==> src/rtl/pwm_ramp_ctrl.sv <==
// pwm_ramp_ctrl: AXI4-Lite write master stepping each PWM channel duty toward a target per tick
// Ports: clk, rst_n (sync active-low); start/abort control; target_duty/step/tick_div config;
//   busy/done/error status; m_aw*, m_w*, m_b* write-only AXI4-Lite master (no read channel).
// Optional: define PWM_RAMP_TIMEOUT_EN for a 256-cycle AXI watchdog that sets the sticky error.
module pwm_ramp_ctrl #(
  parameter int NUM_CHANNELS = 4,
  parameter int REG_WIDTH = 16,
  parameter int AXI_ADDR_WIDTH = 5,
  parameter int AXI_DATA_WIDTH = 32,
  parameter logic [AXI_ADDR_WIDTH-1:0] DUTY_BASE_ADDR = 5'h10,
  parameter int TICK_WIDTH = 16
) (
  input  logic                              clk,
  input  logic                              rst_n,
  input  logic                              start,
  input  logic                              abort,
  input  logic [NUM_CHANNELS*REG_WIDTH-1:0] target_duty,
  input  logic [REG_WIDTH-1:0]              step,
  input  logic [TICK_WIDTH-1:0]             tick_div,
  output logic                              busy,
  output logic                              done,
  output logic                              error,
  output logic                              m_awvalid,
  input  logic                              m_awready,
  output logic [AXI_ADDR_WIDTH-1:0]         m_awaddr,
  output logic                              m_wvalid,
  input  logic                              m_wready,
  output logic [AXI_DATA_WIDTH-1:0]         m_wdata,
  input  logic                              m_bvalid,
  output logic                              m_bready
);
  localparam int IW = NUM_CHANNELS > 1 ? $clog2(NUM_CHANNELS) : 1;
  typedef enum logic [2:0] {IDLE, WAIT_TICK, SCAN, WRITE, RESP, DONE} state_t;
  state_t r_st, w_nst;
  logic [REG_WIDTH-1:0] r_tgt [NUM_CHANNELS];
  logic [REG_WIDTH-1:0] r_sh [NUM_CHANNELS];
  logic [REG_WIDTH-1:0] r_step;
  logic [TICK_WIDTH-1:0] r_div, r_cnt;
  logic [IW-1:0] r_idx;
  logic r_awv, r_wv, r_abt;
  logic [REG_WIDTH-1:0] w_sh, w_tg, w_next;
  logic [REG_WIDTH:0] w_diff;
  logic w_up, w_chg, w_last, w_all_eq, w_both, w_adv, w_to;

  assign w_sh = r_sh[r_idx];
  assign w_tg = r_tgt[r_idx];
  assign w_up = w_tg > w_sh;
  // One extra bit keeps the distance exact so the final partial step lands on target
  assign w_diff = w_up ? {1'b0, w_tg} - {1'b0, w_sh} : {1'b0, w_sh} - {1'b0, w_tg};
  assign w_next = (r_step == '0 || w_diff <= {1'b0, r_step}) ? w_tg : w_up ? w_sh + r_step : w_sh - r_step;
  assign w_chg = w_next != w_sh;
  assign w_last = r_idx == IW'(NUM_CHANNELS - 1);
  assign w_both = (!r_awv || m_awready) && (!r_wv || m_wready);
  assign w_adv = !w_last && ((r_st == SCAN && !w_chg) || (r_st == RESP && m_bvalid));

  // Current channel counts as already holding w_next, so the check also serves the post-response exit
  always_comb begin
    w_all_eq = 1'b1;
    for (int i = 0; i < NUM_CHANNELS; i++)
      if (((IW'(i) == r_idx) ? w_next : r_sh[i]) != r_tgt[i]) w_all_eq = 1'b0;
  end

  always_comb begin
    w_nst = r_st;
    case (r_st)
      IDLE:      w_nst = start ? WAIT_TICK : IDLE;
      WAIT_TICK: w_nst = abort ? IDLE : (r_cnt == r_div) ? SCAN : WAIT_TICK;
      SCAN:      w_nst = w_chg ? WRITE : !w_last ? SCAN : w_all_eq ? DONE : WAIT_TICK;
      WRITE:     w_nst = w_both ? RESP : WRITE;
      RESP:      w_nst = !m_bvalid ? RESP : (abort || r_abt) ? IDLE : !w_last ? SCAN : w_all_eq ? DONE : WAIT_TICK;
      default:   w_nst = IDLE;
    endcase
    if (w_to) w_nst = IDLE;
  end

  always_ff @(posedge clk) begin
    if (!rst_n) r_st <= IDLE;
    else r_st <= w_nst;
  end

  always_ff @(posedge clk) begin
    if (!rst_n) begin
      for (int i = 0; i < NUM_CHANNELS; i++) begin
        r_sh[i] <= '0;
        r_tgt[i] <= '0;
      end
      r_step <= '0;
      r_div <= '0;
      r_cnt <= '0;
      r_idx <= '0;
      r_awv <= 1'b0;
      r_wv <= 1'b0;
      r_abt <= 1'b0;
    end else begin
      if (r_st == IDLE && start) begin
        for (int i = 0; i < NUM_CHANNELS; i++) r_tgt[i] <= target_duty[i*REG_WIDTH +: REG_WIDTH];
        r_step <= step;
        r_div <= tick_div;
      end
      r_cnt <= (r_st == WAIT_TICK) ? r_cnt + 1'b1 : '0;
      r_idx <= (r_st == WAIT_TICK) ? '0 : w_adv ? r_idx + 1'b1 : r_idx;
      r_awv <= !w_to && ((r_st == SCAN && w_chg) || (r_awv && !m_awready));
      r_wv <= !w_to && ((r_st == SCAN && w_chg) || (r_wv && !m_wready));
      // Abort is remembered across the write so it takes effect once the response arrives
      r_abt <= r_st != SCAN && (r_abt || abort);
      if (r_st == RESP && m_bvalid && !w_to) r_sh[r_idx] <= w_next;
    end
  end

`ifdef PWM_RAMP_TIMEOUT_EN
  logic [7:0] r_wd;
  logic r_err, w_hs, w_axi;
  assign w_axi = r_st == WRITE || r_st == RESP;
  assign w_hs = (r_awv && m_awready) || (r_wv && m_wready) || (r_st == RESP && m_bvalid);
  assign w_to = w_axi && r_wd == 8'hFF && !w_hs;
  assign error = r_err;
  always_ff @(posedge clk) begin
    if (!rst_n) begin
      r_wd <= '0;
      r_err <= 1'b0;
    end else begin
      r_wd <= (w_hs || !w_axi) ? '0 : r_wd + 1'b1;
      r_err <= w_to || (r_err && !(r_st == IDLE && start));
    end
  end
`else
  assign w_to = 1'b0;
  assign error = 1'b0;
`endif

  assign busy = r_st != IDLE && r_st != DONE;
  assign done = r_st == DONE;
  assign m_awvalid = r_awv;
  assign m_wvalid = r_wv;
  assign m_bready = r_st == RESP;
  assign m_awaddr = r_awv ? DUTY_BASE_ADDR + AXI_ADDR_WIDTH'({r_idx, 2'b00}) : '0;
  assign m_wdata = r_wv ? AXI_DATA_WIDTH'(w_next) : '0;
endmodule

==> config.mk <==
export PLATFORM = sky130hd
export DESIGN_NAME = pwm_ramp_ctrl
export DESIGN_NICKNAME = d
export VERILOG_FILES = /design/src/rtl/pwm_ramp_ctrl.sv
export SDC_FILE = /design/constraint.sdc
export NUM_CORES = 1
export LEC_CHECK = 0
export ABC_AREA = 1
export ABC_CLOCK_PERIOD_IN_PS = 8200
export BUFFER_PORTS_ARGS = -buffer_cell sky130_fd_sc_hd__buf_2
export CORE_UTILIZATION = 35
export CTS_CLUSTER_SIZE = 24
export DETAILED_ROUTE_END_ITERATION = 10
export MAX_ROUTING_LAYER = met4
export PLACE_DENSITY_LB_ADDON = 0.25
export SYNTH_ARGS = -nofsm -noshare
export SYNTH_HDL_FRONTEND = slang
export SYNTH_SLANG_ARGS = --single-unit
==> constraint.sdc <==
create_clock -name clk -period 8.2 [get_ports clk]
set_input_delay 1.64 -clock clk [delete_from_list [all_inputs] [get_ports clk]]
set_output_delay 1.64 -clock clk [all_outputs]
set_load 0.005 [all_outputs]
* Word level (Yosys, flattened, before mapping)
Memories as Yosys holds them, arrays and structs flattened. A register that Yosys moved wholly into a read port is not among the register bits.
Index checks and enable logic that the tools add are counted.
** Word-level totals
- Bits in registers :: 56
- Memory bits (writable) :: 128
- Input port bits :: 103
- Output and inout bits :: 43
- Memories kept :: 2
** Cells by class
- Add/subtract/negate cells :: 7
- $lt $le $gt $ge :: 2
- Equal/unequal tests :: 17
- Muxes and demuxes :: 41
- Bitwise logic cells :: 5
- Reduce and logical (&&, ||, !) cells :: 30
** Memory list
- r_sh :: depth 4, bits a word 16, rd ports 5, clocked after memory_dff 1, wr ports 4, RTL line 36 : logic [REG_WIDTH-1:0] r_sh [NUM_CHANNELS];
- r_tgt :: depth 4, bits a word 16, rd ports 5, clocked after memory_dff 1, wr ports 4, RTL line 35 : logic [REG_WIDTH-1:0] r_tgt [NUM_CHANNELS];
** Operators with widths (number)
- $mux 16 :: 12
- $ne 16x16->1 :: 5
- $sub 16x16->17 :: 2
- $mux 3 :: 6
- $le 17x16->1 :: 1
- $mux 17 :: 1
- $add 16x1->16 const B :: 1
- $add 16x16->16 :: 1
- $eq 16x16->1 :: 1
- $gt 16x16->1 :: 1
- $logic_not 16->1 :: 1
- $reduce_or 16->1 :: 1
- $sub 16x16->16 :: 1
- $pmux 3 s5 :: 1
- $mux 2 :: 7
- $mux 1 :: 13
- $logic_and 1x1->1 :: 10
- $logic_or 1x1->1 :: 7
- $eq 3x2->1 const B :: 2
- $eq 3x3->1 const B :: 2
- $logic_not 1->1 :: 6
- $add 5x4->5 const A :: 1
- $mux 5 :: 1
- $eq 2x2->1 const A :: 2
- other kinds (13) :: 16

* Logic depth before layout (Yosys ltp)
- Word-level depth :: 16
- Mapped depth :: 55
- Depth with buffers taken out :: 50

* Worst setup path before layout
OpenSTA, ideal clock, no wires.
- Path type :: reg2out
- Start point :: register with a tool-made name
- End point :: output port m_wdata[11]
- Arrival time :: 5.260 ns
- Data required time :: 6.560 ns
- Path slack :: 1.300 ns
- Cell stages (with the launch flop) :: 38
- Path through :: dfxtp_1 clkbuf_1 buf_2 buf_2 buf_1 nand2_1 a32oi_1 inv_1 ha_1 nand2_1 inv_1 a21oi_1 nand3_2 nand2_1 nand2_2 nand2_4 clkbuf_1 clkbuf_1 [... 2 more ...] inv_1 ha_1 nand2_1 inv_1 nand2_1 nor2_1 a21oi_1 nand2_1 nand2_1 nand2_1 nand2_1 nand2_1 nand2_1 nand2_4 buf_4 nand3_1 nand2_1 nor2_1
** RTL lines
- end, declared :: RTL line 28 : output logic [AXI_DATA_WIDTH-1:0] m_wdata,

==> metrics.cfg <==
[final_layout]
diodes=0
syn2layout_area_growth_pct=13.9
instances_no_fill=2700
fillerInstances=4270
mostFrequentLayoutCells=500 x nand2_1, 352 x inv_1, 264 x nor2_1
fin_util=0.407
stdcell_area_um2=16300
layout_commonest_cell=nand2_1
drive_gt1_frac=0.130
finish.net_count=2337

[synth]
ys_seq_area_frac=0.350
netlist_instances=2045
postSynthAreaPerCell_um2=6.99
async_reset_ff_frac=0
ys_warn_count=0
ys_types=54
synth.area.top_cells=edfxtp_1 27%, nand2_1 13%, inv_1 9.2%
synth_ff_type=edfxtp_1
yosysTopAreaCellShare=0.269
synth-seq-cells=186
synth_edf_count=128
syn-cell-area_um2=14300
synth_top_area_cell=edfxtp_1

[timing]
layout_min_cycle_time_ns=7.74
hold_viol_final=0
fin_crit_sh=0.943
hold_ws_ns=0.476
slew_violations=0
setup_viol_count_final=0
fin_tns_setup_ns=0
fmax_ghz=0.129
clock-skew-final_ns=0.0157
slew-limit-headroom=0.261
tightest_slew_ns=1.11

[global_routing]
grt_first_pass_wirelength_um=76600
grt_max_degree=64
antenna_found_initial=0
grt_usage=0.257
grt_overflow_total=0
grt_pass1_vias=12800

[clocking]
clk_latency_ns=0.49
cts_tree=done
cts.path.max_buffers=2
h-tree-depth=4
clkTransAtPathRegs_ns=0.08
cts_hold_buf=0
root_buffer=clkbuf_16
cts-buffers-inserted=17
cts_sinks=186

[placed_design]
port-buffer-count=126
dp.cells=2667
hpwl_um=39600
place_area_um2=15600
gp_congestion=0.999

[worst_setup_path]
crit_top_cell=nand2_1
crit_arrival_ns=6.10
cpPeakStageDelay_ns=0.52
crit_path_start_kind=flop
crit_slowest_cell=dfxtp_4
cp.required_ns=6.56
cp_max_fo=30
path_class=flop to primary output
end_kind=primary output

[hold_path]
hold_class=flop to flop

[route]
drt-initial-drc-count=1439
route.antenna.remaining_nets=0
routed_via_density=5.11
dr.pass1.iters=6
wl_per_cell_um=19.1
drc_errors=0
vias=13800
wl_um=51500

[floorplan]
pin_count=146
fp.dieW_um=204
start_util=0.357
design.core.area_um2=40000
dieArea_um2=41700
std_cell_rows=73
die_h_um=204

[pwr]
p_leak_nw=8.00
power_density_nw_per_um2=247
ir_drop_v=0.000172

[status]
outcome=finished clean

[run]
maxCapViolCount=0

synthesized netlist by cell type (21+ instances only):
cell type,count
nand2_1,503
o21ai_0,47
a32oi_1,31
dfxtp_1,58
ha_1,69
edfxtp_1,128
buf_4,21
nor2_1,264
clkbuf_1,40
a21oi_1,98
inv_1,352
xor2_1,52
nand3_1,146
o22ai_1,21
power breakdown:
part	internal [mW]	leakage, nW	total, mW	switching (mW)
sequential	1.08	1.83	1.15	0.0693
combinational	0.612	5.88	1.95	1.34
clock	0.504	0.295	0.914	0.410
cell type report:
| type | count | area, um2 | share of cell area |
|---|---|---|---|
| flip-flops and latches | 186 | 5010 | 0.307 |
| well taps | 525 | 657 | 0.0403 |
| inverters | 360 | 1350 | 0.0831 |
| clock buffers | 22 | 465 | 0.0286 |
| clock inverters | 10 | 159 | 0.00975 |
| repair buffers | 167 | 986 | 0.0605 |
| multi-input cells | 1430 | 7660 | 0.470 |
logic make-up after synthesis:
group / synth area share
AND/OR/NAND/NOR: 0.312
buffers and inverters: 0.126
AO/OA/AOI/OAI: 0.104
flip-flops: 0.350
adder cells (fa/ha/maj): 0.0646
XOR/XNOR: 0.0404
multiplexers: 0.00280
other: 0.000262
metrics by stage:
stage	worst slack, ns	total power, mW
6_report	0.465	4.02
5_1_grt	-0.00444	4.28
4_1_cts	0.0651	4.00
3_5_place_dp	0.441	3.08
3_3_place_gp	0.450	3.07
2_1_floorplan	1.30	2.45
critical path, delay by kind of cell, from the launching register on:
| family | cells | cell delay (ns) |
|---|---|---|
| AO/OA/AOI/OAI | 5 | 1.03 |
| XOR/XNOR | 1 | 0.14 |
| adder cells (fa/ha/maj) | 2 | 0.70 |
| buffers and inverters | 8 | 1.26 |
| flip-flops | 1 | 0.52 |
| AND/OR/NAND/NOR | 19 | 1.94 |
timing repair:
item                       in CTS  in global routing
setup endpoints to repair      16                 16
hold endpoints to repair        0                  0
setup buffers                   0                  1
gates resized for setup         2                 19
pin swaps                       0                  0
state kept, by name, indices dropped and copies added (netlist names), named ones only:
register and flops:
r_sh 64, r_tgt 64, r_cnt 16, r_div 16, r_step 16, r_st 3
r_idx 2, m_awvalid 1, m_wvalid 1, r_abt 1
metal layers:
layer  global-route usage  vias up  share of wire
li1                     -     6750              -
met1                0.342     6347           0.45
met2                0.383      592           0.44
met3               0.0451      105          0.076
met4                0.107        0          0.039
met5                    -        -              0
path summary, 6_finish.rpt:
| path | to | cells after the start | slack [ns] | from |
|---|---|---|---|---|
| hold / removal | r_cnt[0] | 1 | 0.48 | r_cnt[0] |
| setup reg to reg | flop | 42 | 1.00 | flop |
| setup / recovery | m_wdata[8] | 35 | 0.46 | flop |
| hold reg to reg | r_cnt[0] | 1 | 0.48 | r_cnt[0] |
Power figures use the tool's default switching activity.
